File: src/rtl/dr_addsub_sync.sv
// Clocked dual-rail adder/subtractor: four-phase RTZ operand link in, segmented
// carry-chain compute, DEPTH-entry result buffer, four-phase RTZ result link out.
module dr_addsub_sync #(
   parameter  int WIDTH    = 8,
   parameter  int SEGS     = 2,
   parameter  int DEPTH    = 2,
   localparam int RAIL_NUM = 2
) (
   input  logic                               clk,
   input  logic                               rst,
   output logic                               ack_o,
   input  logic [WIDTH-1:0][RAIL_NUM-1:0]     a,
   input  logic [WIDTH-1:0][RAIL_NUM-1:0]     b,
   input  logic [RAIL_NUM-1:0]                c_in,
   input  logic [RAIL_NUM-1:0]                sub,
   input  logic                               ack_i,
   output logic [WIDTH-1:0][RAIL_NUM-1:0]     s,
   output logic [RAIL_NUM-1:0]                c_out,
   output logic [RAIL_NUM-1:0]                ovf,
   output logic                               err
);

   localparam int SEG_W  = WIDTH / SEGS;
   localparam int SIDX_W = (SEGS > 1) ? $clog2(SEGS) : 1;
   localparam int PTR_W  = (DEPTH > 1) ? $clog2(DEPTH) : 1;
   localparam int CNT_W  = $clog2(DEPTH + 1);
   localparam logic [SIDX_W-1:0] LAST_SEG = SIDX_W'(SEGS - 1);
   localparam logic [PTR_W-1:0]  LAST_PTR = PTR_W'(DEPTH - 1);
   localparam logic [CNT_W-1:0]  DEPTH_C  = CNT_W'(DEPTH);

   typedef enum logic       {IN_IDLE, IN_ACK} in_state_t;
   typedef enum logic [1:0] {OUT_SPACER, OUT_DATA, OUT_RTZ} out_state_t;

   function automatic logic [WIDTH-1:0][RAIL_NUM-1:0] dr_enc(input logic [WIDTH-1:0] v);
      logic [WIDTH-1:0][RAIL_NUM-1:0] r;
      for (int i = 0; i < WIDTH; i++) r[i] = {v[i], ~v[i]};
      return r;
   endfunction

   function automatic logic [PTR_W-1:0] ptr_inc(input logic [PTR_W-1:0] p);
      return (p == LAST_PTR) ? {PTR_W{1'b0}} : p + PTR_W'(1);
   endfunction

   in_state_t                r_in_state;
   out_state_t               r_out_state;
   logic                     r_ack;
   logic                     r_err;
   logic                     r_busy;
   logic [SIDX_W-1:0]        r_seg_idx;
   logic [WIDTH-1:0]         r_a;
   logic [WIDTH-1:0]         r_b;
   logic [WIDTH-1:0]         r_sum;
   logic                     r_carry;
   logic [WIDTH-1:0]         r_buf_s [DEPTH];
   logic                     r_buf_c [DEPTH];
   logic                     r_buf_o [DEPTH];
   logic [PTR_W-1:0]         r_wr_ptr;
   logic [PTR_W-1:0]         r_rd_ptr;
   logic [CNT_W-1:0]         r_count;
   logic [WIDTH-1:0][RAIL_NUM-1:0] r_s;
   logic [RAIL_NUM-1:0]      r_c_out;
   logic [RAIL_NUM-1:0]      r_ovf;

   logic                     w_complete;
   logic                     w_empty;
   logic                     w_illegal;
   logic [WIDTH-1:0]         w_a_bits;
   logic [WIDTH-1:0]         w_b_bits;
   logic                     w_accept;
   logic                     w_push;
   logic                     w_pop;
   int                       w_base;
   logic [SEG_W:0]           w_seg_sum;
   logic [WIDTH-1:0]         w_full_sum;
   logic                     w_ovf;

   // Input link decode: completion, spacer and illegal-code detection
   always_comb begin
      w_complete = (c_in[1] ^ c_in[0]) & (sub[1] ^ sub[0]);
      w_empty    = ~|c_in & ~|sub;
      w_illegal  = (&c_in) | (&sub);
      for (int i = 0; i < WIDTH; i++) begin
         w_a_bits[i] = a[i][1];
         w_b_bits[i] = b[i][1];
         w_complete  = w_complete & (a[i][1] ^ a[i][0]) & (b[i][1] ^ b[i][0]);
         w_empty     = w_empty & ~|a[i] & ~|b[i];
         w_illegal   = w_illegal | (&a[i]) | (&b[i]);
      end
   end

   // Engine idle implies nothing in flight, so the count alone decides the free slot
   assign w_accept = (r_in_state == IN_IDLE) && w_complete && !r_busy && (r_count < DEPTH_C);
   assign w_push   = r_busy && (r_seg_idx == LAST_SEG);
   assign w_pop    = (r_out_state == OUT_DATA) && ack_i;

   // One carry-chain slice per cycle; overflow from carry into vs out of the MSB
   always_comb begin
      w_base     = int'(r_seg_idx) * SEG_W;
      w_seg_sum  = {1'b0, r_a[w_base +: SEG_W]} + {1'b0, r_b[w_base +: SEG_W]}
                 + {{SEG_W{1'b0}}, r_carry};
      w_full_sum = r_sum;
      w_full_sum[w_base +: SEG_W] = w_seg_sum[SEG_W-1:0];
      w_ovf      = r_a[WIDTH-1] ^ r_b[WIDTH-1] ^ w_full_sum[WIDTH-1] ^ w_seg_sum[SEG_W];
   end

   // Input handshake FSM
   always_ff @(posedge clk) begin
      if (!rst) begin
         r_in_state <= IN_IDLE;
         r_ack      <= 1'b0;
      end else begin
         case (r_in_state)
            IN_IDLE: if (w_accept) begin
               r_in_state <= IN_ACK;
               r_ack      <= 1'b1;
            end
            IN_ACK: if (w_empty) begin
               r_in_state <= IN_IDLE;
               r_ack      <= 1'b0;
            end
            default: begin
               r_in_state <= IN_IDLE;
               r_ack      <= 1'b0;
            end
         endcase
      end
   end

   // Operand latch and segment sequencer
   always_ff @(posedge clk) begin
      if (!rst) begin
         r_busy    <= 1'b0;
         r_seg_idx <= {SIDX_W{1'b0}};
         r_a       <= {WIDTH{1'b0}};
         r_b       <= {WIDTH{1'b0}};
         r_sum     <= {WIDTH{1'b0}};
         r_carry   <= 1'b0;
      end else if (w_accept) begin
         r_busy    <= 1'b1;
         r_seg_idx <= {SIDX_W{1'b0}};
         r_a       <= w_a_bits;
         r_b       <= w_b_bits ^ {WIDTH{sub[1]}};
         r_sum     <= {WIDTH{1'b0}};
         r_carry   <= c_in[1] ^ sub[1];
      end else if (r_busy) begin
         r_sum   <= w_full_sum;
         r_carry <= w_seg_sum[SEG_W];
         if (r_seg_idx == LAST_SEG) begin
            r_busy    <= 1'b0;
            r_seg_idx <= {SIDX_W{1'b0}};
         end else begin
            r_seg_idx <= r_seg_idx + SIDX_W'(1);
         end
      end
   end

   // Result buffer
   always_ff @(posedge clk) begin
      if (!rst) begin
         r_wr_ptr <= {PTR_W{1'b0}};
         r_rd_ptr <= {PTR_W{1'b0}};
         r_count  <= {CNT_W{1'b0}};
         for (int i = 0; i < DEPTH; i++) begin
            r_buf_s[i] <= {WIDTH{1'b0}};
            r_buf_c[i] <= 1'b0;
            r_buf_o[i] <= 1'b0;
         end
      end else begin
         if (w_push) begin
            r_buf_s[r_wr_ptr] <= w_full_sum;
            r_buf_c[r_wr_ptr] <= w_seg_sum[SEG_W];
            r_buf_o[r_wr_ptr] <= w_ovf;
            r_wr_ptr          <= ptr_inc(r_wr_ptr);
         end
         if (w_pop) r_rd_ptr <= ptr_inc(r_rd_ptr);
         if (w_push && !w_pop)      r_count <= r_count + CNT_W'(1);
         else if (!w_push && w_pop) r_count <= r_count - CNT_W'(1);
      end
   end

   // Output handshake FSM with registered dual-rail outputs
   always_ff @(posedge clk) begin
      if (!rst) begin
         r_out_state <= OUT_SPACER;
         r_s         <= {(WIDTH*RAIL_NUM){1'b0}};
         r_c_out     <= 2'b00;
         r_ovf       <= 2'b00;
      end else begin
         case (r_out_state)
            OUT_SPACER: if ((r_count != {CNT_W{1'b0}}) && !ack_i) begin
               r_out_state <= OUT_DATA;
               r_s         <= dr_enc(r_buf_s[r_rd_ptr]);
               r_c_out     <= {r_buf_c[r_rd_ptr], ~r_buf_c[r_rd_ptr]};
               r_ovf       <= {r_buf_o[r_rd_ptr], ~r_buf_o[r_rd_ptr]};
            end
            OUT_DATA: if (ack_i) begin
               r_out_state <= OUT_RTZ;
               r_s         <= {(WIDTH*RAIL_NUM){1'b0}};
               r_c_out     <= 2'b00;
               r_ovf       <= 2'b00;
            end
            OUT_RTZ: if (!ack_i) r_out_state <= OUT_SPACER;
            default: begin
               r_out_state <= OUT_SPACER;
               r_s         <= {(WIDTH*RAIL_NUM){1'b0}};
               r_c_out     <= 2'b00;
               r_ovf       <= 2'b00;
            end
         endcase
      end
   end

   // Sticky illegal-code flag
   always_ff @(posedge clk) begin
      if (!rst)           r_err <= 1'b0;
      else if (w_illegal) r_err <= 1'b1;
   end

   assign ack_o = r_ack;
   assign s     = r_s;
   assign c_out = r_c_out;
   assign ovf   = r_ovf;
   assign err   = r_err;

endmodule

File: config.mk
export PLATFORM = sky130hd
export DESIGN_NAME = dr_addsub_sync
export DESIGN_NICKNAME = d
export VERILOG_FILES = /design/src/rtl/dr_addsub_sync.sv
export SDC_FILE = /design/constraint.sdc
export NUM_CORES = 1
export LEC_CHECK = 0
export CORE_ASPECT_RATIO = 0.9
export CORE_MARGIN = 2
export CORE_UTILIZATION = 45
export DETAILED_ROUTE_END_ITERATION = 10
export GPL_TIMING_DRIVEN = 1
export HOLD_SLACK_MARGIN = 0.02
export PLACE_DENSITY = 0.72
export SLEW_MARGIN = 20
export SYNTH_ARGS = -nofsm -noshare
export SYNTH_HDL_FRONTEND = slang
export SYNTH_SLANG_ARGS = --single-unit
File: constraint.sdc
create_clock -name clk -period 3.86 [get_ports clk]
set_input_delay 0.579 -clock clk [delete_from_list [all_inputs] [get_ports clk]]
set_output_delay 0.579 -clock clk [all_outputs]
set_load 0.005 [all_outputs]
## Yosys cells after proc, flatten, opt, wreduce, memory -nomap -nowiden

Memories as Yosys holds them, arrays and structs flattened. A register that Yosys moved wholly into a read port is not among the register bits.
Cells that the tools add are included.

- Add/sub/neg operators: 8
- Order comparisons: 1
- Eq/ne operators: 7
- Shift-type cells: 4
- Multiplexer cells: 48
- Bitwise operators: 87
- Reduce and logical (&&, ||, !) cells: 77

Operators by type and width:

| cell | count |
|---|---|
| case mux 16 bit (3 select lines) | 1 |
| AND reduction 2 bit | 19 |
| OR reduction 2 bit | 19 |
| AND 1 bit | 34 |
| negation 3 -> 33 bit | 1 |
| variable shift 4 x 33 -> 8 bit (first input constant) | 1 |
| variable part select 4 x 33 -> 8 bit | 1 |
| 2-to-1 mux 16 bit | 2 |
| 2-to-1 mux 1 bit | 30 |
| logical NOT 1 bit | 22 |
| XOR 1 bit | 22 |
| case mux 2 bit (3 select lines) | 3 |
| bitwise OR 1 bit | 17 |
| 2-to-1 mux 2 bit | 8 |
| variable part select 8 x 4 -> 4 bit | 2 |
| inverter 1 bit | 13 |
| bitwise mux 8 bit | 1 |
| logical AND 1 bit | 8 |
| 2-to-1 mux 8 bit | 1 |
| != test 2 bit (second input constant) | 4 |
| OR reduction 8 bit | 1 |
| XOR 8 bit | 1 |
| AND reduction 3 bit | 2 |
| nonzero test 2 bit | 3 |
| other kinds (12) | 16 |

- Flip-flop bits (word level): 56
- RAM bits: 20
- Word-level logic and storage cells: 258
- Memories: 3

Memories:

| memory | words | bits a word | rd ports | clocked after memory_dff | wr ports | RTL line | text |
|---|---|---|---|---|---|---|---|
| r_buf_s | 2 | 8 | 1 | 1 | 2 | 54 | `logic [WIDTH-1:0] r_buf_s [DEPTH];` |
| r_buf_c | 2 | 1 | 1 | 1 | 2 | 55 | `logic r_buf_c [DEPTH];` |
| r_buf_o | 2 | 1 | 1 | 1 | 2 | 56 | `logic r_buf_o [DEPTH];` |

## Depth between registers and ports, before layout

Gate-level depths: netlist of the first run.

- Depth after elaboration: 23
- Gate-level depth with buffers: 9
- Gate-level depth less buffers: 8

## Worst setup path after synthesis of the first run

No wires, ideal clock.

- Path kind: in2reg
- From: in sub[1]
- To: reg r_b[4]
- Setup time: 0.134 ns
- Arrival: 2.512 ns
- Data required time: 3.726 ns
- Setup slack: 1.214 ns
- Stages: 9
- Buffers on the path: 3
- Cells stage by stage: clkbuf_1 > inv_1 > ha_1 > nand4_1 > or4_1 > buf_2 > nor2_1 > buf_2 > a211oi_1

- Cells in the longest elaborated chain, start to end: 21

RTL lines:

| element | RTL line | text |
|---|---|---|
| start: declaration | 15 | `input logic [RAIL_NUM-1:0] sub,` |
| XOR 1 bit | 79 | `w_complete = (c_in[1] ^ c_in[0]) & (sub[1] ^ sub[0]);` |
| AND 1 bit | 79 |  |
| AND 1 bit (16 in series) | 85 | `w_complete = w_complete & (a[i][1] ^ a[i][0]) & (b[i][1] ^ b[i][0]);` |
| logical AND 1 bit (3 in series) | 92 | `assign w_accept = (r_in_state == IN_IDLE) && w_complete && !r_busy && (r_count < DEPTH_C);` |
| end signal: assignment | 135 | `r_b <= {WIDTH{1'b0}};` |
| end signal: assignment | 142 | `r_b <= w_b_bits ^ {WIDTH{sub[1]}};` |
| end: declaration | 51 | `logic [WIDTH-1:0] r_b;` |

Parallel ways exist; a longest one is shown, timed or not.
A chain may end at the register's enable or synchronous reset.

## Worst setup path in the final report of the first run

- From: in b[5] (netlist bit)
- To: reg r_ack, in the netlist ack_o

- Cells in the longest elaborated chain, start to end: 17

RTL lines:

| element | RTL line | text |
|---|---|---|
| start: declaration | 13 | `input logic [WIDTH-1:0][RAIL_NUM-1:0] b,` |
| XOR 1 bit | 85 |  |
| AND 1 bit (11 in series) | 85 |  |
| logical AND 1 bit (3 in series) | 92 |  |
| != test 2 bit (no source line) | -- |  |
| AND reduction 2 bit (no source line) (*) | -- |  |
| end signal: assignment | 110 | `r_ack <= 1'b0;` |
| end signal: assignment | 115 | `r_ack <= 1'b1;` |
| end signal: assignment | 119 | `r_ack <= 1'b0;` |
| end: declaration | 46 | `logic r_ack;` |

Every way passes the cells marked *; elsewhere a longest branch is shown, timed or not.

==> flow_summary.yaml, run 1 <==
status:
  status: "finished, final reports clean"
synth:
  syn_area_um2: 4040
  async_reset_ff_share_pct: 0
  yosysWarnings: 0
  synth-main-ff-cell: "dfxtp_1"
  syn-mean-instance-area_um2: 9.43
  synthTopCellsByArea: "dfxtp_1 (29%), ha_1 (12%), edfxtp_1 (12%)"
  ys_seq_elements: 74
  synth_edf_count: 16
  synth_seq_area_share_pct: 40.7
  synth_fp_nets: 509
  synthDistinctLibCells: 46
  synth_cells: 428
  yosys.area.top_type: "dfxtp_1"
  synth_top_area_share_pct: 28.8
pwr:
  p_int_mw: 1.16
  peakVddDrop_mv: 0.160
  p_leak_nw: 1.91
  swShare_pct: 23.8
  clkPwrFrac_pct: 38.8
  combPwrFrac_pct: 8.9
  seq_power_share_pct: 52.3
  p_switching_mw: 0.362
  p_per_area_nw_per_um2: 310
critical_path:
  path_buf_inv: 2
  start_kind: "primary input"
  end_kind: "register"
  crit_chain: "clkdlybuf4s50_1 -> inv_1 -> ha_1 -> nand4_1 -> or4_1 -> nor2_1 -> o221a_2"
  r2r_setup_slack_ns: 1.16
  path_class: "primary input to register"
  timing.rr.end: "r_buf_o[0]$_DFF_P_"
  critical_path.endpoint: "ack_o$_SDFFE_PN0P_"
  r2r_cells: 6
  worstSetupStartpoint: "b[5]"
  worst_ep_arrival_time_ns: 3.29
  crit_slowest_cell: "or4_1"
  cp_top_family: "simple AND/OR/NAND/NOR gates"
  required_ns: 4.16
  crit_cells: 7
  cp_max_fo: 11
  reg2reg_from: "r_seg_idx$_SDFFE_PP0P_"
  crit_path_max_incr_delay_ns: 0.74
placed_design:
  gp_congestion: 0.865
  postPlaceCellArea_um2: 4710
  pre_cts_ws_ns: 0.538
  io_buffers: 60
  dp_hpwl_mm: 6.79
clock_tree:
  tritoncts: "built"
  cts.sinks: 74
  clk_latency_ns: 0.35
  post_cts_buffers: 0
  cts-hold-fix-buffers: 0
  path_clk_slew_ns: 0.08
  cts_buffers: 9
  htree_num_levels: 3
  cts.root.buffer_cell: "clkbuf_8"
  cts_resized: 0
  clockBufferDepth: 2
route:
  viasPerCell: 5.29
  drt_iter0_markers: 134
  drt_wl_total_mm: 8.79
  antenna_left: 0
  post_drt_wl_per_cell_um: 14.6
  drc_errors: 0
  vias: 3192
  drt_pre_antenna_iters: 4
sta:
  fmax_mhz: 335
  hold_violations: 0
  rsz0062_at_grt: "false"
  period_needed_ns: 2.98
  fin_ws_ns: 0.878
  tightest_slew_ns: 0.754
  tns_ns: 0
  setup_viol: 0
  whs_ns: 0.456
  clock_skew_ns: 0.00789
  fin_crit_sh_pct: 77.3
  slew_violations: 0
  relSlewSlack_pct: 49.4
finish:
  drive_above_1_share_pct: 6.61
  syn_to_final_growth_pct: 21.6
  fill_cells: 790
  antenna_cells: 0
  layout_commonest_cell: "clkdlybuf4s50_1"
  fin_nets: 560
  design_area_um2: 4910
  final_cell_mix: "clkdlybuf4s50_1 (60), dfxtp_1 (58), a21oi_1 (44)"
global_route:
  grt_pass1_wl_mm: 14.6
  grt_pass1_vias: 3133
  grt_max_degree: 41
  overflow: 0
  track_usage_pct: 19.1
  antenna_found_initial: 0
floorplan:
  fp.dieArea_um2: 9740
  die_h_um: 93.8
  rows: 32
  start_util_pct: 46.7
  die_x_um: 104
  design.core.area_um2: 8650
  pin_count: 61
hold_path:
  hp-class: "register to register"
job:
  drv_cap: 0
==> metrics by stage <==
| stage | instances | power, mW | util [%] |
|---|---|---|---|
| final | 603 | 1.52 | 56.8 |
| after global routing | 603 | 1.58 | 56.8 |
| after CTS | 603 | 1.54 | 56.8 |
| after detailed placement | 587 | 0.950 | 54.5 |
| after global placement | 587 | 0.946 | 54.5 |
| after floorplan | 428 | 0.873 | - |
==> metal layers <==
metal | GRT usage (%) | share of wire, %
met5 | 0 | 0
met4 | 10.1 | 3.3
met3 | 4.44 | 4.1
met2 | 33.6 | 48
met1 | 21.8 | 44
==> how the worst min path moves through the flow <==
stage | startpoint | endpoint | slack (ns) | cells after the start
2_1_floorplan | r_sum[7]$_SDFFE_PP0P_ | r_sum[7]$_SDFFE_PP0P_ | 0.43 | 2
3_3_place_gp | r_sum[7]$_SDFFE_PP0P_ | r_sum[7]$_SDFFE_PP0P_ | 0.44 | 2
3_5_place_dp | r_sum[7]$_SDFFE_PP0P_ | r_sum[7]$_SDFFE_PP0P_ | 0.45 | 2
4_1_cts | r_sum[7]$_SDFFE_PP0P_ | r_sum[7]$_SDFFE_PP0P_ | 0.46 | 2
5_1_grt | s[9]$_SDFFE_PN0P_ | s[9]$_SDFFE_PN0P_ | 0.49 | 2
6_report | r_sum[7]$_SDFFE_PP0P_ | r_sum[7]$_SDFFE_PP0P_ | 0.46 | 2
==> cells by family after synthesis <==
family | after synthesis | share of synthesized area (%)
simple gates | 126 | 18.8
compound gates | 81 | 11.7
flops | 74 | 40.7
buf+inv | 69 | 6.85
fa+ha+maj | 42 | 13.4
mux | 19 | 4.90
xor+xnor | 17 | 3.69
==> final cells by class <==
cell class | instances | area (um2) | area share, %
repair buffers | 66 | 646 | 13.2
flip-flops and latches | 74 | 1640 | 33.4
multi-input cells | 285 | 2120 | 43.1
clock buffers | 10 | 128 | 2.60
well taps | 119 | 149 | 3.03
inverters | 43 | 161 | 3.29
clock inverters | 6 | 66.3 | 1.35
==> power by group through the flow <==
stage                     clock network, mW  logic [mW]  registers [mW]
final                                 0.590       0.135           0.796
after detailed placement                  0       0.135           0.814
after global placement                    0       0.132           0.814
after CTS                             0.606       0.136           0.796
after floorplan                           0      0.0597           0.814
after global routing                  0.637       0.149           0.797
==> flip-flops by register name, indices dropped and copies added, names as in the netlist, named ones only <==
signal,flops
ack_o,1
c_out,2
err,1
ovf,2
r_a,8
r_b,8
r_buf_c,2
r_buf_o,2
r_buf_s,16
r_busy,1
r_carry,1
r_count,2
r_in_state,1
r_out_state,2
r_rd_ptr,1
r_seg_idx,1
r_sum,5
r_wr_ptr,1
s,16
==> Yosys cell counts, types with 5 or more instances <==
cell type / number
dfxtp_1: 58
nand4_1: 7
a21oi_1: 44
or4b_1: 10
nand2_1: 6
mux2_2: 6
xor2_1: 5
o21ai_0: 14
edfxtp_1: 16
mux2i_1: 13
clkbuf_1: 20
nand3_1: 36
ha_1: 40
nor2_1: 20
xnor2_1: 12
and2_1: 11
nor4_1: 7
inv_1: 43
or4_1: 12
a211oi_1: 12
==> tightest hold or removal path, stage by stage, from the launching register on <==
cell and delay (ns):
dfxtp_1 0.31, nand2_1 0.05, a21oi_1 0.05
Note: power is estimated with default switching activity, not from simulation.
==> inputs of run 2 (changes only) <==
--- a/config.mk
+++ b/config.mk
@@ -11,7 +11,7 @@
 export DETAILED_ROUTE_END_ITERATION = 10
 export GPL_TIMING_DRIVEN = 1
 export HOLD_SLACK_MARGIN = 0.02
-export PLACE_DENSITY = 0.72
+export PLACE_DENSITY = 0.75
 export SLEW_MARGIN = 20
 export SYNTH_ARGS = -nofsm -noshare
 export SYNTH_HDL_FRONTEND = slang
==> constraint.sdc (replaced) <==
create_clock -name clk -period 2.4 [get_ports clk]
set_input_delay 0.36 -clock clk [delete_from_list [all_inputs] [get_ports clk]]
set_output_delay 0.36 -clock clk [all_outputs]
set_load 0.005 [all_outputs]
==> run 2 against run 1 <==
- first-iteration DRC count is 14% lower
- register-to-register slack got worse by 1.0 ns
- routed wire length rose by 6.1%
- worst setup slack lost 0.76 ns
- global-route usage up 0.91 points
- critical path depth fell by 1
- sequential cell count is the same
- critical endpoint is now r_buf_o[0]$_DFF_P_
==> flow_summary.yaml, run 2 (synthesis results as in run 1) <==
status:
  status: "finished, final reports clean"
finish:
  fin_nets: 606
  regArea_um2: 1650
  final_cells: 649
  multi_input_area_um2: 2130
  layout_commonest_cell: "clkdlybuf4s50_1"
  final_cell_mix: "clkdlybuf4s50_1 (60), dfxtp_1 (57), buf_4 (51)"
  fill_cells: 774
  antenna_cells: 0
  drive_above_1_share_pct: 15.3
  syn_to_final_growth_pct: 31.3
placed_design:
  pre_cts_ws_ns: -0.125
  gp_congestion: 0.880
  dp_hpwl_mm: 7.36
  dp.cells: 633
  io_buffers: 60
global_route:
  overflow: 0
  grt_pass1_wl_mm: 15.8
  grt_pass1_vias: 3384
  track_usage_pct: 20.0
  grt_max_degree: 27
  antenna_found_initial: 0
critical_path:
  path_buf_inv: 0
  crit_slowest_cell: "dfxtp_4"
  crit_chain: "mux2_2 -> ha_1 -> and3b_1 -> or3_1 -> a211oi_1 -> o32ai_1"
  timing.rr.end: "r_buf_o[0]$_DFF_P_"
  start_kind: "register"
  worstSetupStartpoint: "r_seg_idx$_SDFFE_PP0P_"
  cp_max_fo: 9
  end_kind: "register"
  path_class: "register to register"
  cp_top_family: "simple AND/OR/NAND/NOR gates"
  crit_cells: 6
  r2r_cells: 6
  reg2reg_from: "r_seg_idx$_SDFFE_PP0P_"
  required_ns: 2.61
  crit_path_max_incr_delay_ns: 0.41
  worst_ep_arrival_time_ns: 2.49
  r2r_setup_slack_ns: 0.12
clock_tree:
  cts.root.buffer_cell: "clkbuf_8"
  cts_resized: 2
  clockBufferDepth: 2
  post_cts_buffers: 0
  htree_num_levels: 3
  tritoncts: "built"
  cts-hold-fix-buffers: 0
  clk_latency_ns: 0.34
  cts_buffers: 9
  cts.sinks: 74
  path_clk_slew_ns: 0.07
route:
  post_drt_wl_per_cell_um: 14.4
  viasPerCell: 5.21
  antenna_left: 0
  vias: 3381
  drt_wl_total_mm: 9.33
  drc_errors: 0
  drt_pre_antenna_iters: 4
  drt_iter0_markers: 115
job:
  drv_cap: 0
pwr:
  peakVddDrop_mv: 0.320
  p_leak_nw: 2.15
  p_per_area_nw_per_um2: 482
floorplan:
  die_h_um: 93.8
  die_x_um: 104
  fp.dieArea_um2: 9740
  start_util_pct: 46.7
  pin_count: 61
  design.core.area_um2: 8650
  rows: 32
sta:
  period_needed_ns: 2.28
  relSlewSlack_pct: 61.4
  rsz0062_at_grt: "true"
  tns_ns: 0
  fmax_mhz: 438
  clock_skew_ns: 0.0111
  hold_violations: 0
  slew_violations: 0
  fin_ws_ns: 0.116
  whs_ns: 0.460
  tightest_slew_ns: 0.578
  setup_viol: 0
  fin_crit_sh_pct: 95.2
hold_path:
  hp-class: "register to register"
  hold_start: "r_sum[7]$_SDFFE_PP0P_"
  holdPathEnd: "r_sum[7]$_SDFFE_PP0P_"
  hold_depth: 2
[run 2: metrics by stage]
| step | utilization [%] | power, mW | cell area, um2 |
|---|---|---|---|
| final | 61.3 | 2.55 | 5300 |
| after global routing | 61.3 | 2.65 | 5300 |
| after CTS | 61.2 | 2.57 | 5290 |
| after detailed placement | 58.7 | 1.57 | 5070 |
| after global placement | 58.7 | 1.56 | 5070 |
| after floorplan | - | 1.41 | 4040 |
[run 2: worst max path at each step]
stage	slack, ns	endpoint
after floorplan	-0.02	r_buf_o[0]$_DFF_P_
after global placement	-0.11	r_sum[0]$_SDFFE_PP0P_
after detailed placement	-0.13	r_sum[2]$_SDFFE_PP0P_
after CTS	0.05	r_buf_o[0]$_DFF_P_
after global routing	-0.02	r_buf_o[0]$_DFF_P_
final	0.12	r_buf_o[0]$_DFF_P_
[run 2: area by class of cell]
class                      count  area share [%]
clock buffer                  11            2.88
clock inverter                 5            1.13
inverter                      43            3.05
multi-input combinational    285            40.1
sequential                    74            31.1
tap                          119            2.81
timing repair buffer         112            18.9
[run 2: where the power goes]
part / leakage, nW / internal (mW) / switching, mW
Combinational: 1.41 / 0.135 / 0.119
Sequential: 0.633 / 1.28 / 0.00327
Clock: 0.105 / 0.548 / 0.471
[run 2: tightest hold or removal path: cells and delay by family, from the launching register on]
| family | cells | cell delay, ns |
|---|---|---|
| flip-flops | 1 | 0.31 |
| AND/OR/NAND/NOR | 1 | 0.05 |
| AO/OA/AOI/OAI | 1 | 0.05 |
[run 2: metal layers]
layer	routed length [um]	vias up	track usage (%)
met5	0	-	0
met3	387	9	3.81
met4	106	0	5.63
met2	4880	84	38.8
li1	-	1714	-
met1	3950	1574	22.5
